===== src/rtl/ternary_sipo_ctrl.sv =====
// Ternary SIPO sequencer: packs LANES 2-bit coefs per word for an N-coef poly.
// Define TSIPO_ERRCHK_EN to flag (sticky err) and zero illegal code 2'b10.
module ternary_sipo_ctrl #(
  parameter int N     = 701,
  parameter int LANES = 4
) (
  input  logic               clk,
  input  logic               rst_n,
  input  logic               start,
  input  logic               in_valid,
  output logic               in_ready,
  input  logic [1:0]         in_coef,
  output logic               out_valid,
  input  logic               out_ready,
  output logic [2*LANES-1:0] out_word,
  output logic               out_last,
  output logic               busy,
  output logic               done,
  output logic               err
);

  localparam int CW = $clog2(N);
  localparam int LW = $clog2(LANES);

  typedef enum logic [1:0] {
    IDLE,
    FILL,
    HOLD,
    DONE
  } state_e;

  state_e             state_q, state_d;
  logic [LW-1:0]      lane_q, lane_d;
  logic [CW-1:0]      coef_q, coef_d;
  logic [2*LANES-1:0] word_q, word_d;
  logic               last_q, last_d;
  logic               err_q, err_d;
  logic               accept;
  logic               bad;
  logic [1:0]         code;

  assign accept = (state_q == FILL) && in_valid;

`ifdef TSIPO_ERRCHK_EN
  assign bad  = (in_coef == 2'b10);
  assign code = bad ? 2'b00 : in_coef;
`else
  assign bad  = 1'b0;
  assign code = in_coef;
`endif

  always_comb begin
    state_d = state_q;
    lane_d  = lane_q;
    coef_d  = coef_q;
    word_d  = word_q;
    last_d  = last_q;
    err_d   = err_q | (accept & bad);
    unique case (state_q)
      IDLE: begin
        if (start) begin
          state_d = FILL;
          lane_d  = '0;
          coef_d  = '0;
          word_d  = '0;
          last_d  = 1'b0;
        end
      end
      FILL: begin
        if (accept) begin
          word_d[{lane_q, 1'b0} +: 2] = code;
          lane_d = lane_q + LW'(1);
          coef_d = coef_q + CW'(1);
          // final coef may leave upper lanes unwritten (still 00)
          if (coef_q == CW'(N - 1)) begin
            last_d  = 1'b1;
            state_d = HOLD;
          end else if (lane_q == LW'(LANES - 1)) begin
            state_d = HOLD;
          end
        end
      end
      HOLD: begin
        if (out_ready) begin
          if (last_q) begin
            state_d = DONE;
          end else begin
            state_d = FILL;
            lane_d  = '0;
            word_d  = '0;
          end
        end
      end
      DONE: begin
        state_d = IDLE;
        word_d  = '0;
        last_d  = 1'b0;
      end
    endcase
  end

  always_ff @(posedge clk or negedge rst_n) begin
    if (!rst_n) begin
      state_q <= IDLE;
      lane_q  <= '0;
      coef_q  <= '0;
      word_q  <= '0;
      last_q  <= 1'b0;
      err_q   <= 1'b0;
    end else begin
      state_q <= state_d;
      lane_q  <= lane_d;
      coef_q  <= coef_d;
      word_q  <= word_d;
      last_q  <= last_d;
      err_q   <= err_d;
    end
  end

  assign in_ready  = (state_q == FILL);
  assign out_valid = (state_q == HOLD);
  assign busy      = in_ready | out_valid;
  assign done      = (state_q == DONE);
  assign out_word  = word_q;
  assign out_last  = last_q;
  assign err       = err_q;

endmodule


===== config.mk =====
export PLATFORM = sky130hd
export DESIGN_NAME = ternary_sipo_ctrl
export DESIGN_NICKNAME = d
export VERILOG_FILES = /design/src/rtl/ternary_sipo_ctrl.sv
export SDC_FILE = /design/constraint.sdc
export NUM_CORES = 1
export LEC_CHECK = 0
export CAP_MARGIN = 5
export CORE_MARGIN = 3
export CORE_UTILIZATION = 60
export CTS_BUF_LIST = sky130_fd_sc_hd__clkbuf_8
export CTS_CLUSTER_SIZE = 28
export DETAILED_ROUTE_END_ITERATION = 8
export GPL_TIMING_DRIVEN = 0
export PLACE_DENSITY_LB_ADDON = 0.2
export SETUP_SLACK_MARGIN = 0.2
export SLEW_MARGIN = 40
export SYNTH_ARGS = -nofsm -noshare
export SYNTH_HDL_FRONTEND = slang
export SYNTH_SLANG_ARGS = --single-unit

===== constraint.sdc =====
create_clock -name clk -period 3.4 [get_ports clk]
set_input_delay 0.68 -clock clk [delete_from_list [all_inputs] [get_ports clk]]
set_output_delay 0.68 -clock clk [all_outputs]
set_load 0.05 [all_outputs]

# Yosys cells after proc, flatten, opt, wreduce, memory -nomap -nowiden
# Index checks and enable logic that the tools add are counted.
[word_totals]
elab_cells = 57
out_inout_bits = 14
ff_bits = 23
[classes]
n_reduce_logical = 10
eq_ne = 11
n_shift = 2
n_bitwise = 1
add_sub_neg = 3
n_mux = 25
[op_table]
columns = ["op", "count"]
rows = [
  ["8-bit 2-to-1 mux", 4],
  ["8-bit one-hot mux with 4 select lines", 1],
  ["10-bit 2-to-1 mux", 2],
  ["2-bit 2-to-1 mux", 10],
  ["10-bit one-hot mux with 2 select lines", 1],
  ["4-bit AND reduction", 3],
  ["10-bit by 1-bit adder with 10-bit output, second input constant", 1],
  ["10-bit equality test, second input constant", 1],
  ["8-bit bitwise mux", 1],
  ["2-bit one-hot mux with 4 select lines", 1],
  ["2-bit by 5-bit variable shift with 8-bit output, first input constant", 1],
  ["2-bit by 5-bit indexed part select with 8-bit output", 1],
  ["2-bit equality test, second input constant", 3],
  ["2-bit by 1-bit != test with 1-bit output, second input constant", 3],
  ["2-bit one-hot mux with 3 select lines", 1],
  ["3-bit nonzero test", 2],
  ["3-bit negator with 5-bit output", 1],
  ["5-bit AND reduction", 1],
  ["2-bit != test, second input constant", 2],
  ["1-bit 2-to-1 mux", 3],
  ["3-bit by 1-bit != test with 1-bit output, second input constant", 1],
  ["1-bit one-hot mux with 3 select lines", 1],
  ["3-bit AND reduction", 1],
  ["2-bit by 1-bit adder with 2-bit output, second input constant", 1],
  ["other kinds (5)", 5],
]

# Depth between registers and ports, before layout
# Gate-level depths: netlist (run 1).
[depth]
depth_word = 5
depth_mapped = 8
mapped_depth_nobuf = 6

# Least setup slack after synthesis (run 1)
# OpenSTA, ideal clock, no wires.
[synth_path]
path_type = "reg-to-reg"
startpoint = "reg state_q[1]"
endpoint = "reg coef_q[5]"
path_stages_with_launch = 8
arrival_ns = 1.934
setup_time_ns = 0.101
n_path_buf = 1
t_required_ns = 3.299
slack_ns = 1.365
cell_sequence = "dfrtp_1 inv_1 ha_1 buf_6 or2_4 nand3_4 or3_1 o311ai_2"
[synth_via]
elab_chain_cells = 4
[synth_lines]
columns = ["item", "line", "rtl"]
rows = [
  ["from (decl)", "32", "state_e state_q, state_d;"],
  ["from (signal assigned)", "111", "state_q <= state_d;"],
  ["2-bit by 1-bit equality test with 1-bit output *", "n/a", ""],
  ["net in_ready", "11", "output logic in_ready,"],
  ["1-bit logical AND", "42", "assign accept = (state_q == FILL) && in_valid;"],
  ["2-bit by 1-bit != test with 1-bit output (no source line)", "n/a", ""],
  ["3-bit AND reduction (no source line)", "n/a", ""],
  ["to (signal assigned)", "113", "coef_q <= coef_d;"],
  ["to (decl)", "34", "logic [CW-1:0] coef_q, coef_d;"],
]
# Mark *: on every way through the listed nets, which the timed path passes. The rest lies on a longest branch.
# A chain may end at the register's enable or synchronous reset.

# Worst setup path after layout (run 1)
[layout_path]
startpoint = "reg state_q[0]"
endpoint = "out out_valid"
[layout_via]
elab_chain_cells = 1
[layout_lines]
columns = ["item", "line", "rtl"]
rows = [
  ["2-bit equality test", "121", "assign out_valid = (state_q == HOLD);"],
  ["to (decl)", "13", "output logic out_valid,"],
]
# No other way between the ends.

==> results of run 1 <==
==> cell type report <==
type                    count  area (µm²)
clock inverters             1        5.00
well taps                  28        35.0
flip-flops and latches     23         576
repair buffers             19         185
multi-input cells         105         841
fillers                   149         531
plain buffers               5        38.8
clock buffers               3        41.3
inverters                  12        45.0
==> stage by stage <==
step	hold slack (ps)	cell area, µm²	setup slack, ps	instances	util (%)
after global routing	401	1770	678	196	76.9
after CTS	386	1770	742	196	76.9
after floorplan	384	1500	1370	145	-
after global placement	478	1730	1110	192	75.1
final	372	1770	759	196	76.9
after detailed placement	484	1720	1050	192	74.9
==> synthesized netlist by cell type, types with 3 or more instances <==
cell       n
inv_1     12
a32o_1     4
nor3_1     4
nand2_1   20
nand2b_1   5
dfrtp_1   23
o211ai_1   3
o21ai_0    5
a31oi_1    3
mux2i_1    8
ha_1      12
==> routing by layer <==
| metal | routed length, µm | global-route usage (%) | up-vias | part of all wire [%] |
|---|---|---|---|---|
| met5 | 0 | 0 | - | 0 |
| met4 | 77 | 11.5 | 0 | 2.5 |
| met3 | 103 | 3.48 | 9 | 3.3 |
| met2 | 1540 | 35.6 | 25 | 50 |
| met1 | 1370 | 26.4 | 560 | 44 |
| li1 | - | - | 566 | - |
==> path summary, 6_finish.rpt <==
kind / endpoint / startpoint / cells past startpoint / slack [ps]
setup / recovery: out_valid / state_q[0] / 3 / 760
hold / removal: coef_q[3] / rst_n / 1 / 370
setup reg to reg: out_word[2] / state_q[1] / 8 / 1560
hold reg to reg: out_word[4] / out_word[4] / 1 / 500
max in group asynchronous: out_word[7] / rst_n / 1 / 2680
min in group clk: out_word[4] / out_word[4] / 1 / 500
==> state kept, by name, summed over array words and instances, names as in the netlist <==
name and flops:
coef_q 10, out_word 8, lane_q 2, state_q 2
out_last 1
==> kinds of logic after synthesis <==
| group | after synthesis | synth area share (%) |
|---|---|---|
| compound gates | 30 | 17.9 |
| fa+ha+maj | 12 | 10.0 |
| buf+inv | 17 | 5.59 |
| flops | 23 | 38.4 |
| mux | 8 | 5.34 |
| other cells | 1 | 0.250 |
| simple gates | 54 | 22.5 |
==> report_power, final <==
group / switching [µW] / leakage [µW] / internal [µW]
clock: 92.4 / 0.0000255 / 82.0
combinational: 493 / 0.000434 / 303
sequential: 66.9 / 0.000313 / 327
==> results.py, run 1 <==
metrics = {
    "critical_path": {
        "crit_arrival_ps": 1960,
        "critPathCaptureType": "output pin",
        "cp_cell_sequence": "inv_1 > ha_1 > clkdlybuf4s50_1",
        "worst_ep_required_time_ps": 2720,
        "timing_worst_setup_path_type": "reg2out",
        "path_max_fanout": 4,
        "critPathLaunchType": "register",
        "critPathBufInv": 2,
        "max_stage_delay_ps": 840,
        "cp_top_family": "buffers and inverters",
        "critPathSlowestCell": "clkdlybuf4s50_1",
    },
    "route": {
        "wl_per_cell_um": 15.8,
        "totalWireLength_um": 3090,
        "drtIter0Drc": 37,
        "antenna_left": 0,
        "vias_per_cell": 5.92,
        "drc": 0,
        "vias": 1160,
        "first_pass_iters": 4,
    },
    "cts": {
        "hold_buffers": 0,
        "cts.sinks": 23,
        "cts-root-buf": "clkbuf_8",
        "cts_setup_buffers": 0,
        "clkTransAtPathRegs_ps": 80,
        "cts_tree": "built",
        "cts_buffer_depth": 2,
        "post_cts_resized": 0,
        "htree_levels": 1,
        "clock_latency_ps": 270,
        "cts_buffers": 3,
    },
    "floorplan": {
        "die_h_um": 56.0,
        "num_io_pins": 21,
        "initial_core_util_pct": 65.3,
        "die_x_um": 56.0,
        "coreArea_um2": 2300,
        "row_count": 17,
        "die_area_um2": 3140,
    },
    "grt": {
        "overflow": 0,
        "track_usage_pct": 21.4,
        "antenna_found_initial": 0,
        "grt_pass1_wl_um": 5360,
        "grt_pass1_vias": 1219,
        "grt_max_degree": 24,
    },
    "placement": {
        "dpl.hpwl_um": 2270,
        "io_buffers": 19,
        "place_congestion": 0.840,
    },
    "timing": {
        "clock.fmax_ghz": 0.379,
        "relSlewSlack_pct": 65.5,
        "skew_ps": 1.43,
        "min_period_over_period_pct": 77.7,
        "drv_slew": 0,
        "setup_viol": 0,
        "tightest_slew_ps": 517,
        "setup_tns_ps": 0,
        "fin_crit_ps": 2640,
        "finalHoldViolations": 0,
        "rsz0062_at_grt": "false",
    },
    "power": {
        "ir_drop_uv": 921,
        "p_leak_uw": 0.000773,
        "power.total_uw": 1360,
        "power_density_nw_per_um2": 772,
    },
    "synth": {
        "ys_seq_area_share_pct": 38.4,
        "ys_seq_elements": 23,
        "yosysWarnings": 0,
        "syn_inst": 145,
        "synth_area_leaders": "dfrtp_1, ha_1, mux2i_1",
        "synth_enable_flop_cells": 0,
        "syn_avg_cell_area_um2": 10.3,
        "yosysTopAreaCell": "dfrtp_1",
        "synthArstFlopShare_pct": 100,
        "ys_types": 44,
        "synth_area_um2": 1500,
        "syn_nets": 164,
        "synthFlopType": "dfrtp_1",
        "synth_top_cell_area_share_pct": 38.4,
    },
    "cells_and_area": {
        "drive_above_1_share_pct": 13.7,
        "layout_commonest_cell": "dfrtp_1",
        "diodes": 0,
        "most-common-layout-cells": "dfrtp_1, nand2_1, clkdlybuf4s50_1",
        "area_growth_pct": 17.8,
        "layout.nets": 188,
    },
    "status": {
        "outcome": "complete, no violations",
    },
    "job": {
        "maxCapViolCount": 0,
    },
    "hold_path": {
        "hp-class": "in2async",
    },
}
Note: power is estimated with default switching activity, not from simulation.
==> inputs of run 2 (changes only) <==
- CORE_UTILIZATION: 60 -> 56
- clock period: 3.4 -> 2.6 ns (I/O delays scaled with it)
==> run 2 against run 1 <==
Compared with the run above:
- non-clock buffer count unchanged
- largest power group unchanged
- via count down 0.95%
- highest routed layer unchanged
- routed wire length down 2.8%
- critical path depth down 1
- critical endpoint is now done
- clock power up 28%
- worst setup slack worse by 370 ps
- register-to-register slack worse by 850 ps
==> results.py, run 2 (synthesis gave the netlist of run 1 again) <==
metrics = {
    "status": {
        "outcome": "complete, no violations",
    },
    "cts": {
        "cts_buffers": 3,
        "cts_buffer_depth": 2,
        "hold_buffers": 0,
        "cts_setup_buffers": 0,
        "clock_latency_ps": 260,
        "clkTransAtPathRegs_ps": 90,
        "cts.sinks": 23,
        "cts-root-buf": "clkbuf_8",
        "cts_tree": "built",
        "htree_levels": 1,
    },
    "cells_and_area": {
        "most-common-layout-cells": "dfrtp_1, nand2_1, clkdlybuf4s50_1",
        "stdcell_area_um2": 1770,
        "regArea_um2": 576,
        "drive_above_1_share_pct": 13.7,
        "diodes": 0,
        "layout_commonest_cell": "dfrtp_1",
        "area_growth_pct": 18.2,
        "layout.nets": 188,
        "multi_input_area_um2": 841,
        "nFillCells": 198,
        "regMostFlops": "coef_q",
        "largest_reg_flops": 10,
    },
    "floorplan": {
        "row_count": 18,
        "die_area_um2": 3340,
        "initial_core_util_pct": 59.5,
        "num_io_pins": 21,
        "die_x_um": 57.8,
        "die_h_um": 57.8,
        "coreArea_um2": 2520,
    },
    "critical_path": {
        "crit_end": "done",
        "timing_worst_setup_path_type": "reg2out",
        "r2r_slack_ps": 710,
        "critPathLaunchType": "register",
        "critPathCaptureType": "output pin",
        "reg2reg_from": "state_q[1]",
        "cp_cell_sequence": "ha_1 > clkdlybuf4s50_1",
        "crit_start": "state_q[1]",
        "max_stage_delay_ps": 800,
        "crit_arrival_ps": 1690,
        "critPathSlowestCell": "clkdlybuf4s50_1",
        "r2r-end": "state_q[1]",
        "reg2reg_depth": 7,
        "worst_ep_required_time_ps": 2080,
        "path_max_fanout": 5,
    },
    "placement": {
        "place_area_um2": 1720,
        "place_congestion": 0.795,
        "io_buffers": 19,
        "dpl.hpwl_um": 2310,
    },
    "timing": {
        "setup_tns_ps": 0,
        "drv_slew": 0,
        "rsz0062_at_grt": "false",
        "finalHoldViolations": 0,
        "min_period_over_period_pct": 85.1,
        "relSlewSlack_pct": 65.4,
        "clock.fmax_ghz": 0.452,
        "skew_ps": 5.08,
        "fin_crit_ps": 2210,
        "tightest_slew_ps": 519,
        "setup_viol": 0,
        "hold_ws_ps": 217,
    },
    "grt": {
        "grt_pass1_wl_um": 5120,
        "grt_max_degree": 24,
        "met3_usage_pct": 3.79,
        "busiest_layer": "met2",
        "track_usage_pct": 19.5,
        "grt_pass1_vias": 1180,
        "overflow": 0,
        "grt_use_met1_pct": 24.9,
        "grt_util_met2_pct": 33.2,
        "antenna_found_initial": 0,
    },
    "power": {
        "power.total_uw": 1770,
        "p_leak_uw": 0.000798,
        "pwr-share-comb_pct": 58.6,
        "swShare_pct": 47.9,
        "ir_drop_uv": 1060,
        "internal_power_uw": 925,
        "p_sw_uw": 849,
        "seq_power_share_pct": 28.9,
        "pwr-share-clk_pct": 12.6,
        "power_density_nw_per_um2": 1000,
    },
    "route": {
        "wl_per_cell_um": 15.2,
        "antenna_left": 0,
        "totalWireLength_um": 3000,
        "drtIter0Drc": 37,
        "vias": 1149,
        "vias_per_cell": 5.80,
        "first_pass_iters": 4,
        "drc": 0,
    },
    "job": {
        "maxCapViolCount": 0,
    },
    "hold_path": {
        "hp-class": "in2async",
    },
}
[run 2: cell types whose count changed in the layout (fill, tap and decap cells not counted)]
cell / before / now
dlymetal6s2s_1: 0 / 2
dlygate4sd2_1: 0 / 1
clkdlybuf4s50_1: 18 / 15
[run 2: metal layers]
layer / routed length, µm / vias up
met5: 0 / -
met4: 40 / 0
met3: 87 / 6
met2: 1560 / 19
met1: 1310 / 557
li1: - / 567
[run 2: worst min-delay path by stage]
| stage | from | to | slack (ps) | depth (start not counted) |
|---|---|---|---|---|
| floorplan | rst_n | coef_q[0] | 220 | 0 |
| global placement | out_word[3] | out_word[3] | 480 | 1 |
| detailed placement | out_word[3] | out_word[3] | 480 | 1 |
| CTS | rst_n | coef_q[3] | 240 | 1 |
| global route | rst_n | coef_q[3] | 240 | 1 |
| finish | rst_n | coef_q[4] | 220 | 1 |
[run 2: critical path: cells and delay by family, from the launching register on]
family,cells,cell delay (ps)
adders and majority gates,1,200
buffers and inverters,1,800
DFF,1,420
[run 2: area by class of cell]
type / instances / area share, %
buffer: 5 / 2.19
sequential: 23 / 32.5
tap: 30 / 2.12
clock buffer: 3 / 2.33
inverter: 12 / 2.54
clock inverter: 1 / 0.282
timing repair buffer: 19 / 10.7
multi-input combinational: 105 / 47.4
[run 2: power by group through the flow]
stage | combinational [µW] | sequential [µW] | clock (µW)
3_3_place_gp | 1010 | 513 | 0
5_1_grt | 1140 | 527 | 240
2_1_floorplan | 771 | 538 | 0
4_1_cts | 1050 | 511 | 227
6_report | 1040 | 512 | 223
3_5_place_dp | 1050 | 519 | 0
[run 2: through the flow]
step	util [%]	cells	setup slack [ps]
after CTS	70.1	198	210
after floorplan	-	145	565
after global placement	68.5	194	455
after global routing	70.3	198	312
final	70.3	198	389
after detailed placement	68.3	194	413
[run 2: timing repair]
item,in CTS,in global routing
pin swaps,0,0
endpoints found under the setup margin,1,2
cloned,0,0
resized for setup,1,2
==> inputs of run 3 (changes only) <==
- CELL_PAD_IN_SITES_DETAIL_PLACEMENT: default -> 0
- CELL_PAD_IN_SITES_GLOBAL_PLACEMENT: default -> 2
- CORE_MARGIN: 3 -> 2
- CORE_UTILIZATION: 56 -> 36
==> run 3 against run 2 <==
Compared with the run above:
- first-iteration DRC count is 54% higher
- maximum frequency shrank 0.56%
- register-to-register slack got worse by 30 ps
- flip-flop and latch count did not move
- clock skew about the same
- die area rose by 41%
- critical path type unchanged
==> results.py, run 3 (synthesis gave the netlist of run 1 again) <==
metrics = {
    "cts": {
        "cts.sinks": 23,
        "hold_buffers": 0,
        "clkTransAtPathRegs_ps": 90,
        "clock_latency_ps": 270,
        "cts_setup_buffers": 0,
        "cts_tree": "built",
        "cts_buffer_depth": 2,
        "cts_buffers": 3,
        "cts-root-buf": "clkbuf_8",
        "htree_levels": 1,
    },
    "timing": {
        "tightest_slew_ps": 545,
        "relSlewSlack_pct": 63.7,
        "clock.fmax_ghz": 0.450,
        "min_period_over_period_pct": 85.5,
        "hold_ws_ps": 227,
        "fin_crit_ps": 2220,
        "setup_tns_ps": 0,
        "finalHoldViolations": 0,
        "skew_ps": 4.65,
        "setup_viol": 0,
        "drv_slew": 0,
        "rsz0062_at_grt": "false",
    },
    "placement": {
        "dpl.hpwl_um": 2550,
        "place_area_um2": 1750,
        "dp_cells": 214,
        "io_buffers": 19,
        "place_congestion": 0.713,
    },
    "route": {
        "drtIter0Drc": 57,
        "vias": 1161,
        "drc": 0,
        "antenna_left": 0,
        "first_pass_iters": 4,
        "vias_per_cell": 5.33,
        "wl_per_cell_um": 15.6,
        "totalWireLength_um": 3390,
    },
    "critical_path": {
        "worst_ep_required_time_ps": 2080,
        "crit_start": "state_q[1]",
        "crit_end": "done",
        "r2r-end": "out_word[3]",
        "critPathLaunchType": "register",
        "reg2reg_depth": 8,
        "path_max_fanout": 5,
        "max_stage_delay_ps": 810,
        "critPathCaptureType": "output pin",
        "critPathSlowestCell": "clkdlybuf4s50_1",
        "critPathBufInv": 1,
        "cp.depth": 2,
        "r2r_slack_ps": 680,
        "timing_worst_setup_path_type": "reg2out",
        "cp_top_family": "buffers and inverters",
        "cp_cell_sequence": "ha_1 > clkdlybuf4s50_1",
        "crit_arrival_ps": 1700,
        "reg2reg_from": "state_q[1]",
    },
    "grt": {
        "antenna_found_initial": 0,
        "grt_pass1_vias": 1216,
        "track_usage_pct": 16.8,
        "overflow": 0,
        "grt_pass1_wl_um": 5900,
        "grt_max_degree": 24,
    },
    "power": {
        "ir_drop_uv": 553,
        "p_leak_uw": 0.000792,
        "power_density_nw_per_um2": 994,
    },
    "cells_and_area": {
        "stdcell_area_um2": 1790,
        "largest_reg_flops": 10,
        "nFillCells": 384,
        "area_growth_pct": 19.5,
        "regMostFlops": "coef_q",
        "diodes": 0,
        "most-common-layout-cells": "dfrtp_1, nand2_1, clkdlybuf4s50_1",
        "multi_input_area_um2": 841,
        "finalNonFillerCells": 218,
        "layout.nets": 188,
        "layout_commonest_cell": "dfrtp_1",
        "utilization_pct": 44.8,
        "regArea_um2": 576,
        "drive_above_1_share_pct": 13.1,
    },
    "floorplan": {
        "num_io_pins": 21,
        "die_h_um": 68.6,
        "initial_core_util_pct": 37.5,
        "die_area_um2": 4700,
        "die_x_um": 68.6,
        "row_count": 23,
        "coreArea_um2": 4000,
    },
    "status": {
        "outcome": "complete, no violations",
    },
    "job": {
        "maxCapViolCount": 0,
    },
    "hold_path": {
        "hp-class": "in2async",
    },
}
==> run 3: metal layers <==
metal	track usage [%]	up-vias	part of all wire [%]
li1	-	563	-
met1	21.9	580	46
met2	28.5	14	50
met3	2.92	4	2.8
met4	4.50	0	0.88
met5	0	-	0
==> run 3: metrics by stage <==
step	power [µW]	worst slack (ps)
after detailed placement	1590	403
after global routing	1920	311
final	1780	376
after floorplan	1310	565
after global placement	1560	446
after CTS	1810	220
==> run 3: worst min-delay path by stage <==
stage           startpoint          end  depth (start not counted)
2_1_floorplan        rst_n    coef_q[0]                          0
3_5_place_dp   out_word[2]  out_word[2]                          1
5_1_grt              rst_n    coef_q[5]                          1
6_report             rst_n    coef_q[5]                          1
3_3_place_gp   out_word[2]  out_word[2]                          1
4_1_cts              rst_n    coef_q[5]                          1
==> run 3: what timing repair did <==
action | in CTS | in global routing
gates cloned | 0 | 0
gates resized for setup | 2 | 1
endpoints found under the setup margin | 2 | 1
==> run 3: where the power goes <==
part / leakage, µW / switching (µW) / internal, µW / total [µW]
Sequential: 0.000313 / 83.1 / 428 / 511
Clock: 0.0000269 / 122 / 106 / 227
Combinational: 0.000452 / 660 / 384 / 1040
Total: 0.000792 / 865 / 917 / 1780
==> run 3: layout make-up <==
type                    count  share of cell area [%]
well taps                  50                    3.49
inverters                  12                    2.51
plain buffers               5                    2.16
clock buffers               3                    2.30
clock inverters             1                   0.209
repair buffers             19                    10.3
flip-flops and latches     23                    32.1
multi-input cells         105                    46.9
